File: src/rtl/kpn_pkg.sv
// Shared definitions for the KPN processing network: default sample width and sample type.
package kpn_pkg;

    localparam int KPN_DATA_WIDTH = 16;

    typedef logic [KPN_DATA_WIDTH-1:0] kpn_sample_t;

endpackage

File: src/rtl/delay_stage.sv
// One register of the delay chain: async active-high clear to 0.
// With DELAY_MODULE_STALL_EN defined, an enable input freezes the register when low.
module delay_stage
    import kpn_pkg::*;
#(
    parameter int DATA_WIDTH = KPN_DATA_WIDTH
) (
    input  logic                  clk,
    input  logic                  reset,
`ifdef DELAY_MODULE_STALL_EN
    input  logic                  enable,
`endif
    input  logic [DATA_WIDTH-1:0] i_d,
    output logic [DATA_WIDTH-1:0] o_q
);

    logic [DATA_WIDTH-1:0] r_q;

    always_ff @(posedge clk or posedge reset) begin
        if (reset) begin
            r_q <= '0;
        end else begin
`ifdef DELAY_MODULE_STALL_EN
            if (enable) begin
                r_q <= i_d;
            end
`else
            r_q <= i_d;
`endif
        end
    end

    assign o_q = r_q;

endmodule

File: src/rtl/delay_module.sv
// Fixed-latency z^-N delay element: entry_1 reappears on output_1 DELAY_NUMBER clocks later.
// Optional macro DELAY_MODULE_STALL_EN adds an enable port that freezes the whole chain.
module delay_module
    import kpn_pkg::*;
#(
    parameter int DATA_WIDTH   = KPN_DATA_WIDTH,
    parameter int DELAY_NUMBER = 1
) (
    input  logic                  clk,
    input  logic                  reset,
`ifdef DELAY_MODULE_STALL_EN
    input  logic                  enable,
`endif
    input  logic [DATA_WIDTH-1:0] entry_1,
    output logic [DATA_WIDTH-1:0] output_1
);

    generate
        if (DELAY_NUMBER == 0) begin : g_pass
            // No registers: clock, reset and enable have nothing to act on.
`ifdef DELAY_MODULE_STALL_EN
            logic [2:0] w_unused_ctrl;
            assign w_unused_ctrl = {clk, reset, enable};
`else
            logic [1:0] w_unused_ctrl;
            assign w_unused_ctrl = {clk, reset};
`endif
            assign output_1 = entry_1;
        end else begin : g_chain
            // w_stage[0] is the input tap; w_stage[i+1] is the output of register i.
            logic [DATA_WIDTH-1:0] w_stage [DELAY_NUMBER+1];

            assign w_stage[0] = entry_1;

            for (genvar i = 0; i < DELAY_NUMBER; i++) begin : g_stage
                delay_stage #(
                    .DATA_WIDTH(DATA_WIDTH)
                ) u_stage (
                    .clk    (clk),
                    .reset  (reset),
`ifdef DELAY_MODULE_STALL_EN
                    .enable (enable),
`endif
                    .i_d    (w_stage[i]),
                    .o_q    (w_stage[i+1])
                );
            end

            assign output_1 = w_stage[DELAY_NUMBER];
        end
    endgenerate

endmodule

File: config.mk
export PLATFORM = sky130hd
export DESIGN_NAME = delay_module
export DESIGN_NICKNAME = d
export VERILOG_FILES = /design/src/rtl/kpn_pkg.sv /design/src/rtl/delay_stage.sv /design/src/rtl/delay_module.sv
export SDC_FILE = /design/constraint.sdc
export NUM_CORES = 1
export LEC_CHECK = 0
export ABC_CLOCK_PERIOD_IN_PS = 800
export BUFFER_PORTS_ARGS = -buffer_cell sky130_fd_sc_hd__buf_2
export CORE_MARGIN = 1
export CORE_UTILIZATION = 31
export CTS_CLUSTER_DIAMETER = 60
export DETAILED_ROUTE_END_ITERATION = 12
export HOLD_SLACK_MARGIN = 0.1
export PLACE_DENSITY = 0.7
export SLEW_MARGIN = 20
export SYNTH_ARGS = -nofsm -noshare
export SYNTH_HDL_FRONTEND = slang
export SYNTH_SLANG_ARGS = --single-unit
File: constraint.sdc
create_clock -name clk -period 0.8 [get_ports clk]
set_clock_uncertainty 0.15 [all_clocks]
set_input_delay 0.08 -clock clk [delete_from_list [all_inputs] [get_ports clk]]
set_output_delay 0.08 -clock clk [all_outputs]
set_load 0.01 [all_outputs]
==> flow_summary.toml <==
[power_and_ir_drop]
p_per_area_nw_per_um2 = 1890
p_leak_nw = 0.425
total_power_mw = 1.55
irDropWorstVdd_mv = 1.26

[worst_setup_path]
startpoint_type = "flip-flop"
cpMaxStageDelayCell = "dfrtp_1"
critPathRequiredTime_ps = 570
cp-end-kind = "output port"
arrival_ps = 780
cpPeakStageDelay_ps = 380
path_class = "flip-flop to output port"
crit_family = "flip-flops"
crit_chain = "buf_2"
path_max_fanout = 1
worst-path-buf-inv = 1

[sta]
post-route-min-period_ps = 1010
setup_ws_ps = -208
worstMarginPinSlew_ps = 96.7
timing.fmax_mhz = 992
final-setup-viol-count = 16
rsz0062_at_grt = "yes"
drv_slew = 0
finalHoldViolCount = 0
max_slew_margin = 0.935
fin_crit_sh = 1.26

[global_routing]
antenna_found_initial = 0
track_usage = 0.143
grt_overflow = 0
grt_pass1_vias = 337
grt_pass1_wl_um = 1310
grt_start_max_net_pins = 17

[route]
vias = 347
ant_nets = 0
drc = 0
routedWlPerCell_um = 10.3
finalWirelength_um = 882
first_pass_iters = 1
drt_first_iter_violations = 0
via_per_inst = 4.03

[die]
rows = 12
initial_core_util = 0.350
die_area_um2 = 1450
die_height_um = 38.1
core_area_um2 = 1160
die_w_um = 38.1
num_io_pins = 34

[logic_synthesis]
synth.avg_cell_area_um2 = 23.8
synth_warnings = 0
ys_seq_area_frac = 0.991
synth_top_area_cell = "dfrtp_1"
ys_types = 2
yosys-top-cells-area = "dfrtp_1 (99%), inv_1 (0.93%)"
syn_area_um2 = 404
synth_top_area_frac = 0.991
syn_inst = 17
synth_fp_nets = 35
ys_seq_elements = 16

[placed_design]
pre_cts_ws_ps = 94.7
hpwl_um = 515
routabilityCongestion = 0.611
port_buffers = 33
placedCellCount = 65
dpl-instance-area_um2 = 607

[clock_network]
tritoncts = "yes"
root_buffer = "clkbuf_4"
clock_path_buffers = 2
clkTransAtPathRegs_ps = 90
cts_sinks = 16
h-tree-depth = 1
cts_setup_buffers = 0
cts_buffers = 3

[final_layout]
largest_reg_flops = 16
area_growth_syn_to_layout_pct = 103
final_util = 0.709
multi_input_gates = 0
fin_area_um2 = 820
n_antenna_cell = 0
regArea_um2 = 400
final_common_cell = "buf_2"
multi_input_comb_area_um2 = 0
drive_above_1_share = 0.528
instances_no_fill = 86
layout_common_cells = "buf_2 (32), dlygate4sd3_1 (17), dfrtp_1 (16), clkbuf_4 (3)"
n_fill_cell = 85
fin_nets = 91

[run_status]
status = "finished, violations left"
violations = "negative setup slack"

[worst_hold_path]
hold_class = "primary input to asynchronous set/reset pin"

[job]
maxCapViolations = 0
==> cells by family (layout without fill, tap and decap cells) <==
group / after synthesis / count (layout) / synth area share
buf+inv: 1 / 56 / 0.00928
flops: 16 / 16 / 0.991
==> report_power, final <==
group          internal (mW)  switching [mW]
clock network          0.276           0.217
logic                  0.123          0.0737
registers              0.848         0.00915
==> final timing paths <==
| path | startpoint | end | slack, ps | cells after the start |
|---|---|---|---|---|
| worst max-delay path | g_chain.g_stage[0].u_stage.o_q[4] | output_1[4] | -210 | 1 |
| worst min-delay path | reset | g_chain.g_stage[0].u_stage.o_q[3] | 210 | 4 |
| max in group asynchronous | reset | g_chain.g_stage[0].u_stage.o_q[0] | 170 | 4 |
| min in group clk | entry_1[13] | g_chain.g_stage[0].u_stage.o_q[13] | 290 | 2 |
==> cell usage after synthesis <==
master / number
inv_1: 1
dfrtp_1: 16
==> what timing repair did <==
item | CTS | global route
resized for setup | 0 | 1
hold buffers | 17 | 0
endpoints found under the hold margin | 32 | 0
endpoints found under the setup margin | 16 | 16
cloned | 0 | 0
==> metrics by stage <==
step	hold slack [ps]	setup TNS [ps]
after CTS	197	-3190
final	212	-3100
after global placement	-59.1	0
after detailed placement	-56.8	0
after global routing	217	-3800
after floorplan	-156	0
==> layer usage <==
layer  vias up  track usage  wire, um
li1        160            -         -
met1       167        0.124       295
met2        20        0.284       519
met3         0       0.0523        67
met4         0       0.0536         0
met5         -            0         0
==> area by class of cell <==
cell class | count | area share
flip-flops and latches | 16 | 0.489
repair buffers | 51 | 0.441
clock buffers | 4 | 0.0443
well taps | 14 | 0.0214
inverters | 1 | 0.00458
Note: power is estimated with default switching activity, not from simulation.
